## src/rtl/icache_pkg.sv

```systemverilog
// icache_pkg: shared geometry, FSM state encoding and tree-PLRU helpers for
// the 4-way, 32-set, 256-bit-line instruction cache controller.
//   plru_victim(valid, lru) -> way to replace (lowest invalid first, else PLRU)
//   plru_update(way, lru)   -> PLRU bits pointing away from the accessed way
package icache_pkg;

  localparam int TAG_W  = 22;
  localparam int IDX_W  = 5;
  localparam int OFF_W  = 5;
  localparam int LINE_W = 256;
  localparam int WAYS   = 4;
  localparam int BEATS  = 8;
  localparam int WORD_W = 32;

  typedef enum logic [1:0] {
    ST_IDLE    = 2'd0,
    ST_MEM_REQ = 2'd1,
    ST_REFILL  = 2'd2,
    ST_WRITE   = 2'd3
  } state_t;

  // lru[0]=1 sends the victim to the {2,3} half; lru[1] picks within {0,1}
  // (1 -> way 1), lru[2] picks within {2,3} (1 -> way 3).
  function automatic logic [1:0] plru_victim(input logic [3:0] valid,
                                             input logic [2:0] lru);
    logic [1:0] v;
    if (!valid[0])      v = 2'd0;
    else if (!valid[1]) v = 2'd1;
    else if (!valid[2]) v = 2'd2;
    else if (!valid[3]) v = 2'd3;
    else if (lru[0])    v = lru[2] ? 2'd3 : 2'd2;
    else                v = lru[1] ? 2'd1 : 2'd0;
    return v;
  endfunction

  // The bit not on the accessed way's path is left untouched.
  function automatic logic [2:0] plru_update(input logic [1:0] way,
                                             input logic [2:0] lru);
    logic [2:0] n;
    n = lru;
    case (way)
      2'd0:    begin n[0] = 1'b1; n[1] = 1'b1; end
      2'd1:    begin n[0] = 1'b1; n[1] = 1'b0; end
      2'd2:    begin n[0] = 1'b0; n[2] = 1'b1; end
      default: begin n[0] = 1'b0; n[2] = 1'b0; end
    endcase
    return n;
  endfunction

endpackage

```

## src/rtl/icache_plru.sv

```systemverilog
// icache_plru: combinational replacement logic for one cache set.
//   valid_rd  in  4  valid bits of the indexed set
//   lru_rd    in  3  current PLRU bits of the indexed set
//   acc_way   in  2  way being accessed (hit way or refill victim)
//   victim    out 2  way to replace on refill
//   lru_wdata out 3  PLRU bits after accessing acc_way
module icache_plru
  import icache_pkg::*;
(
  input  logic [3:0] valid_rd,
  input  logic [2:0] lru_rd,
  input  logic [1:0] acc_way,
  output logic [1:0] victim,
  output logic [2:0] lru_wdata
);

  assign victim    = plru_victim(valid_rd, lru_rd);
  assign lru_wdata = plru_update(acc_way, lru_rd);

endmodule

```

## src/rtl/icache_ctrl.sv

```systemverilog
// icache_ctrl: instruction cache controller. Single-cycle hit lookup against
// asynchronously read tag/valid/LRU/data arrays; on a miss it stalls fetch,
// requests the line, gathers 8 beats, then writes the victim way in one cycle.
//   clk, rst_n                 clock, asynchronous active-low reset
//   cpu_req_valid/cpu_addr     fetch request and byte address
//   cpu_rdata/cpu_hit/cpu_stall fetch response and PC freeze
//   mem_req_valid/addr/ready   line read request handshake
//   mem_rvalid/mem_rdata       refill beats
//   arr_*                      array index and write controls/data
//   tag_rd/valid_rd/lru_rd/data_rd  array read data for arr_idx
module icache_ctrl
  import icache_pkg::*;
(
  input  logic          clk,
  input  logic          rst_n,
  input  logic          cpu_req_valid,
  input  logic [31:0]   cpu_addr,
  output logic [31:0]   cpu_rdata,
  output logic          cpu_hit,
  output logic          cpu_stall,
  output logic          mem_req_valid,
  output logic [31:0]   mem_req_addr,
  input  logic          mem_req_ready,
  input  logic          mem_rvalid,
  input  logic [31:0]   mem_rdata,
  output logic [4:0]    arr_idx,
  output logic [21:0]   arr_tag_wdata,
  output logic [3:0]    arr_way_we,
  output logic [255:0]  arr_data_wdata,
  output logic          arr_lru_we,
  output logic [2:0]    arr_lru_wdata,
  input  logic [87:0]   tag_rd,
  input  logic [3:0]    valid_rd,
  input  logic [2:0]    lru_rd,
  input  logic [1023:0] data_rd
);

  localparam logic [2:0] LAST_BEAT = 3'(BEATS - 1);

  state_t              state_reg, state_next;
  logic [TAG_W-1:0]    miss_tag_reg;
  logic [IDX_W-1:0]    miss_idx_reg;
  logic [2:0]          beat_cnt_reg;
  logic [LINE_W-1:0]   line_reg;

  logic [WAYS-1:0]     hit_vec;
  logic [LINE_W-1:0]   way_line [WAYS];
  logic [1:0]          hit_way;
  logic [LINE_W-1:0]   hit_line;
  logic                lookup_hit;
  logic                is_idle;
  logic                miss;
  logic [1:0]          victim;
  logic [1:0]          acc_way;
  logic                unused_addr_bits;

  assign unused_addr_bits = ^cpu_addr[1:0];

  // Per-way tag compare and line extraction.
  generate
    for (genvar gi = 0; gi < WAYS; gi++) begin : g_way
      assign hit_vec[gi]  = valid_rd[gi] &&
                            (tag_rd[gi*TAG_W +: TAG_W] == cpu_addr[31:10]);
      assign way_line[gi] = data_rd[gi*LINE_W +: LINE_W];
    end
  endgenerate

  // At most one way can hit, so a priority encode is a plain encoder.
  always_comb begin
    hit_way = 2'd0;
    for (int w = 0; w < WAYS; w++) begin
      if (hit_vec[w]) hit_way = 2'(w);
    end
  end

  assign hit_line   = way_line[hit_way];
  assign cpu_rdata  = hit_line[{cpu_addr[4:2], 5'b0} +: WORD_W];

  assign is_idle    = (state_reg == ST_IDLE);
  assign lookup_hit = is_idle && (|hit_vec);
  assign cpu_hit    = cpu_req_valid && lookup_hit;
  assign miss       = is_idle && cpu_req_valid && !(|hit_vec);
  assign cpu_stall  = miss || !is_idle;

  // Arrays are indexed by the live fetch address only while looking up;
  // afterwards the latched miss set must stay put even if fetch redirects.
  assign arr_idx        = is_idle ? cpu_addr[9:5] : miss_idx_reg;
  assign mem_req_addr   = {miss_tag_reg, miss_idx_reg, 5'b0};
  assign arr_tag_wdata  = miss_tag_reg;
  assign arr_data_wdata = line_reg;

  icache_plru u_plru (
    .valid_rd  (valid_rd),
    .lru_rd    (lru_rd),
    .acc_way   (acc_way),
    .victim    (victim),
    .lru_wdata (arr_lru_wdata)
  );

  always_ff @(posedge clk or negedge rst_n) begin
    if (!rst_n) begin
      state_reg    <= ST_IDLE;
      miss_tag_reg <= '0;
      miss_idx_reg <= '0;
      beat_cnt_reg <= '0;
      line_reg     <= '0;
    end else begin
      state_reg <= state_next;
      if (miss) begin
        miss_tag_reg <= cpu_addr[31:10];
        miss_idx_reg <= cpu_addr[9:5];
      end
      if (state_reg == ST_MEM_REQ && mem_req_ready) begin
        beat_cnt_reg <= '0;
      end
      if (state_reg == ST_REFILL && mem_rvalid) begin
        line_reg[{beat_cnt_reg, 5'b0} +: WORD_W] <= mem_rdata;
        beat_cnt_reg <= beat_cnt_reg + 3'd1;
      end
    end
  end

  always_comb begin
    state_next    = state_reg;
    mem_req_valid = 1'b0;
    arr_way_we    = '0;
    arr_lru_we    = 1'b0;
    acc_way       = hit_way;
    case (state_reg)
      ST_IDLE: begin
        arr_lru_we = cpu_hit;
        if (miss) state_next = ST_MEM_REQ;
      end
      ST_MEM_REQ: begin
        mem_req_valid = 1'b1;
        if (mem_req_ready) state_next = ST_REFILL;
      end
      ST_REFILL: begin
        if (mem_rvalid && beat_cnt_reg == LAST_BEAT) state_next = ST_WRITE;
      end
      ST_WRITE: begin
        acc_way             = victim;
        arr_way_we[victim]  = 1'b1;
        arr_lru_we          = 1'b1;
        state_next          = ST_IDLE;
      end
      default: state_next = ST_IDLE;
    endcase
  end

endmodule
```

## config.mk

```make
export PLATFORM = sky130hd
export DESIGN_NAME = icache_ctrl
export DESIGN_NICKNAME = d
export VERILOG_FILES = /design/src/rtl/icache_pkg.sv /design/src/rtl/icache_plru.sv /design/src/rtl/icache_ctrl.sv
export SDC_FILE = /design/constraint.sdc
export NUM_CORES = 1
export LEC_CHECK = 0
export BUFFER_PORTS_ARGS = -buffer_cell sky130_fd_sc_hd__buf_2
export CORE_AREA = 2 2 602 604
export DETAILED_ROUTE_END_ITERATION = 6
export DIE_AREA = 0 0 604 606
export PLACE_DENSITY = 0.3
export RECOVER_POWER = 100
export SETUP_SLACK_MARGIN = 0.3
export SYNTH_ARGS = -nofsm -noshare
export SYNTH_HDL_FRONTEND = slang
export SYNTH_SLANG_ARGS = --single-unit
```

## constraint.sdc

```tcl
create_clock -name clk -period 3.4 [get_ports clk]
set_clock_uncertainty 0.05 [all_clocks]
set_input_delay 0.34 -clock clk [delete_from_list [all_inputs] [get_ports clk]]
set_output_delay 0.34 -clock clk [all_outputs]
set_load 0.05 [all_outputs]
```

# Yosys cells after proc, flatten, opt, wreduce, memory -nomap -nowiden
# Cells that the tools add are included.
# totals
in_bits,1188
output_inout_bits,358
word_cells,78
register_bits,288
# op_classes
bitwise,1
n_addsub,2
muxes,30
shifts,3
n_eq_ne,13
n_reduce_logical,21
n_lt_le_gt_ge,3
# ops
cell,count
$bmux 256 s2,1
$mux 256,2
$bwmux 256,1
$shift 32x10->256 const A,1
$shiftx 256x9->32,1
$shiftx 32x10->256,1
$eq 22x22->1,4
$mux 2,11
$logic_and 1x1->1,12
$neg 8->10,1
$pmux 2 s4,1
$eq 2x2->1 const B,3
$mux 1,6
$mux 3,2
$pmux 1 s2,3
$mux 5,1
$eq 2x1->1 const B,2
$logic_not 2->1,2
$mux 4,1
$ne 2x1->1 const B,2
$reduce_or 4->1,1
$add 3x1->3 const B,1
$eq 3x3->1 const B,1
$ge 3x3->1 const B,1
10 further kinds,11

# Logic depth before layout (Yosys ltp)
# logic_depth
depth_word,11
mapped_depth,14
mapped_depth_nobuf,8

# Hierarchy
# A second synthesis with hierarchy kept.
# hier_totals
cells_unflattened,2857
area_unflattened_um2,21632.0
# by_module_without_submodules
mod,seq_area_each_um2,cells_each,area_per_inst_um2,n_inst
icache_ctrl,7206.9,2845,21564.4,1
icache_plru,0.0,12,67.6,1

# Least setup slack after synthesis
# OpenSTA, ideal clock, no wires.
# synth_path
kind,input-to-output
startpoint,in cpu_addr[20]
endpoint,out cpu_rdata[8]
t_required_ps,3010
slack_ps,-1157
t_arrival_ps,4167
stages,11
path_buffers,3
cell_sequence,buf_2 xor2_1 or4_1 or4_1 buf_2 nor2_2 buf_2 nand2_1 nand2_1 a21oi_1 a2111oi_1
# synth_via
elab_chain_len,10
elab_cells_between_ends,14
cone_classes,3 x eq/ne; 1 x shift; 6 x mux; 1 x bitwise; 3 x reduce/logical
# synth_lines
item,line,text
start: declaration,icache_ctrl.sv:17,"input logic [31:0] cpu_addr,"
$eq 22x22->1,icache_ctrl.sv:63,(tag_rd[gi*TAG_W +: TAG_W] == cpu_addr[31:10]);
$logic_and 1x1->1,icache_ctrl.sv:62,assign hit_vec[gi] = valid_rd[gi] &&
$mux 1,icache_ctrl.sv:72,if (hit_vec[w]) hit_way = 2'(w);
$mux 2,icache_ctrl.sv:72,
$mux 2 *,icache_ctrl.sv:72,
$not 2->3 (implied by the code) *,icache_ctrl.sv:76,assign hit_line = way_line[hit_way];
$bmux 256 s2 *,icache_ctrl.sv:76,
$mux 256 (implied by the code) * (2 in series),icache_ctrl.sv:76,
$shiftx 256x9->32 *,icache_ctrl.sv:77,"assign cpu_rdata = hit_line[{cpu_addr[4:2], 5'b0} +: WORD_W];"
end: declaration,icache_ctrl.sv:18,"output logic [31:0] cpu_rdata,"
# Mark *: on every way between the ends. The rest lies on a longest branch, timed or not. The select of a mux whose other input is x is not followed.

# Final worst setup path
# layout_path
startpoint,in cpu_addr[26]
endpoint,out cpu_rdata[3]
# The elaborated chain is that of the path after synthesis.

==> results <==
- The flow ran to the end, but the final reports show violations.
- The checks that failed: max-capacitance violations, max-slew violations, negative setup slack.
- For flop-to-flop paths, the worst setup slack is -0.16 ns.
- The largest net degree at the start of global routing is 74.
- Once layout is complete, the utilization of the core stands at 0.1316.
- The category of cells accounting for the largest share of critical-path delay is simple AND/OR/NAND/NOR gates.
- The placed cell count is 9277.
- The first global-routing pass estimated about 420000 um of wire.
- The met2 track demand over resource is 0.3437.
- The master cell of the clock root buffer is sky130_fd_sc_hd__clkbuf_16.
- Tracing the worst setup path back leads to its startpoint at cpu_addr[26].
- The worst pin sits at a relative slew slack of -0.4236.
- The category of the worst setup path capture point is an output port.
- After the last flow step, the layout net total stands at 5896.
- The final layout contains routed wiring with a total length of about 350000 um.
- The worst path buffer plus inverter count is 6.
- The layout has 41.74k filler cells.
- The startpoint of the most critical register-to-register path is beat_cnt_reg[1]$_DFFE_PN0P_.
- The relative area change from synthesis to final layout is 119.2%.
- In the routed design, unresolved DRC markers number 0.
- The die is 604 um wide.
- The count of cells along the worst register-to-register path is 8.
- The worst hold path was traced through 3 stages.
- The critical path crosses 14 cells after its start point.
- The static leakage is 19.83 nW.
- The largest single stage delay on the critical path is 0.53 ns.
- Across the whole layout, storage elements account for 7207 um^2.
- Dividing the final minimum period by the clock period gives 1.145.
- The final RePlAce weighted congestion is 0.9546.
- The routed layout has 33.48k vias.
- For this design the top-level I/O count stands at 1546.
- The clock passes through at most 3 buffers.
- The fraction of final layout cells with drive strength greater than 1 is 0.5261.
- The number of different library cells used by synthesis comes to 72.
- Dividing the synthesized area by the synthesized cell count gives about 8 um^2.
- Setup violations remaining at the end of the flow were counted as 59.
- The leading cell type in the layout, fill and taps excluded is sky130_fd_sc_hd__buf_2.
- The total clock buffers created by CTS is 35.
- For this run, the register share of the synthesized area comes to 0.3332.
- The critical path's slowest cell is sky130_fd_sc_hd__or4_4.
- The met3 global-route usage is 0.04431.
- Along the worst path, the maximum fanout reaches 5.
- The flip-flop count of the largest register, all copies and words added is 256.
- Buffers placed on the I/O ports in this run total 1538.
- The cell area after placement is 40460 um^2.
- The count of flip-flops with a built-in enable after synthesis is 0.
- In the post-route analysis, the smallest setup slack over all paths is -0.4946 ns.
- CTS saw 288 sinks.
- The count of pins over their slew limit is around 200.
- Static timing analysis puts the maximum clock frequency at 256.8 MHz.
- In this run the vertical extent of the chip is between 600 and 700 um.
- The first TritonRoute pass finished after 5 iterations.
- After layout, the minimum clock period comes to slightly below 4 ns.
- In this run the most critical hold path is launched from mem_rdata[11].
- The number of global-route vias before repair was between 30k and 40k.
- The total congestion overflow is 0.
- The mapped netlist covers 21630 um^2.
- The synthesized flop and latch total is 288.
- Setup repair after global routing could not meet its margin everywhere.
- The region available for standard cell placement spans between 300000 and 400000 um^2.
- The die covers approximately 370000 um^2.
- The most used flip-flop cell after synthesis is sky130_fd_sc_hd__dfrtp_1.
- Traced cell by cell, the critical path runs through buf_16 > xor2_4 > or4_4 > or4_4 > or2_4 > buf_12 > buf_4 > clkbuf_16 > buf_12 > o31ai_1 > a31oi_1 > o311ai_1 > nand4_1 > buf_6.
- The routed wire length per instance is 35.83 um.
- For this run, the total global-route usage over all layers was measured as 0.1817.
- The category of the worst setup path launch point is a primary input.
- The number of failing hold endpoints at the final stage is 0.
- The number of instances in the synthesized netlist is 2700.
- The CTS tree is yes.
- The count of synthesis-stage warnings from yosys is 0.
- The initial antenna violation count was 270.
- The multi-input combinational cells in the finished layout cover a total of ~17000 um^2.
- The post-detailed-route count of antenna-violating nets is 0.
- The reported max-cap violation count is 3.
- The post-CTS clock slew at the launch and capture registers of the worst setup and hold paths is ~0.06 ns.
- The slew of the pin with the lowest slew margin is 2.135 ns.
- In this run the power density over the cells is 415.4 nW/um^2.
- The starting density of the core is 0.06003.
- The routing layer with the top usage in global route is met2.
- The category of the most critical setup path is primary input to output port.
- The path class of the lowest-slack min-delay path is primary input to register.
- The first-iteration detailed-routing DRC count is 2479.
- The wire-length estimate of the detail-placed layout is between 300000 and 400000 um.
- The required time of the critical path is 3.01 ns.
- The count of H-tree levels built during CTS is 2.
- The floorplan has ~220 rows.
- The critical path data arrival time is about 3.5 ns.
- For this run, asynchronously set or reset flops after synthesis account for 1.000.
- The post-route non-filler standard cell count is 9751.
- After routing the design area is 47420 um^2.
- The worst supply voltage drop on vdd is approximately 530 uV.
- The clock reaches the later pin of the worst-skew pair after 0.60 ns.
- The met1 usage in global routing is 0.1851.
- The top cell types in the final layout, fill and taps aside, are 1143 x sky130_fd_sc_hd__buf_2, 523 x sky130_fd_sc_hd__nand2_1, 407 x sky130_fd_sc_hd__buf_4.
- Dividing the detail-routed via count by the number of cells gives 3.433.
## worst register-to-register path: stages (launching register included)
cell	delay, ns
sky130_fd_sc_hd__dfrtp_1	0.45
sky130_fd_sc_hd__inv_1	0.13
sky130_fd_sc_hd__ha_1	0.20
sky130_fd_sc_hd__ha_1	0.20
sky130_fd_sc_hd__clkbuf_2	0.32
sky130_fd_sc_hd__nor2_1	0.56
sky130_fd_sc_hd__clkbuf_1	1.07
sky130_fd_sc_hd__nand3_1	0.36
sky130_fd_sc_hd__nand2_1	0.16
## layer usage
metal / vias to the layer above / wire (um)
li1: 14210 / -
met1: 16700 / 121900
met2: 1858 / 184400
met3: 637 / 22610
met4: 76 / 20010
met5: - / 486
## final cells by class
cell class                 instances  share of cell area
sequential                       288              0.1520
tap                             4794              0.1265
multi-input combinational       2129              0.3536
antenna                          234             0.01235
timing repair buffer            2237              0.3300
clock inverter                    18            0.004301
clock buffer                      45             0.02074
inverter                           6           0.0005277
## worst paths after layout
check,endpoint
hold reg to reg,arr_data_wdata[159]$_DFFE_PN0P_
min in group asynchronous,arr_data_wdata[162]$_DFFE_PN0P_
setup reg to reg,arr_data_wdata[145]$_DFFE_PN0P_
setup / recovery,cpu_rdata[3]
max in group asynchronous,arr_tag_wdata[18]$_DFFE_PN0P_
hold / removal,arr_data_wdata[139]$_DFFE_PN0P_
## synthesized netlist by cell type, types with 69 or more instances
cell type / n / area, um^2
sky130_fd_sc_hd__xnor2_1: 78 / 683.2
sky130_fd_sc_hd__a211oi_1: 114 / 855.8
sky130_fd_sc_hd__o31ai_1: 90 / 675.7
sky130_fd_sc_hd__dfrtp_1: 288 / 7207
sky130_fd_sc_hd__o21ai_0: 253 / 1266
sky130_fd_sc_hd__nand3_1: 79 / 395.4
sky130_fd_sc_hd__nand2_1: 556 / 2087
sky130_fd_sc_hd__a31oi_1: 69 / 431.7
sky130_fd_sc_hd__mux2_2: 70 / 788.3
sky130_fd_sc_hd__mux2i_1: 93 / 930.9
sky130_fd_sc_hd__nor2_1: 165 / 619.3
sky130_fd_sc_hd__clkbuf_1: 190 / 713.2
sky130_fd_sc_hd__and3_1: 70 / 437.9
## repair_timing
action	4_1_cts	5_1_grt
gates resized for setup	502	338
endpoints found under the hold margin	112	0
cloned	7	6
pin swaps	105	156
endpoints found under the setup margin	38	38
buffers inserted	70	62
hold buffers	32	0
## through the flow
step           setup WS [ns]   TNS, ns  power (mW)  hold WS (ns)
2_1_floorplan       -0.02156  -0.06092       10.71     -0.005591
3_3_place_gp          -1.183    -37.89       15.77        0.3376
3_5_place_dp          -1.158    -33.92       15.77        0.3360
4_1_cts              -0.5209    -12.04       20.32      0.003090
5_1_grt              -0.5319    -31.03       20.65       0.01667
6_report             -0.4946    -15.50       19.70       0.05983
## report_power, final
group          internal (mW)  total [mW]  switching (mW)
clock                   2.24        4.00            1.76
sequential              4.20        4.72           0.529
combinational           2.89        11.0            8.08
## cells by family after synthesis
group | count (synthesis) | share of synthesized area
AND/OR/NAND/NOR | 1031 | 0.2112
AO/OA/AOI/OAI | 801 | 0.2444
flip-flops | 288 | 0.3332
buffers and inverters | 288 | 0.05999
multiplexers | 191 | 0.1086
XOR/XNOR | 89 | 0.03604
adder cells (fa/ha/maj) | 11 | 0.006363
other | 1 | 0.0001734
Power figures use the tool's default switching activity.
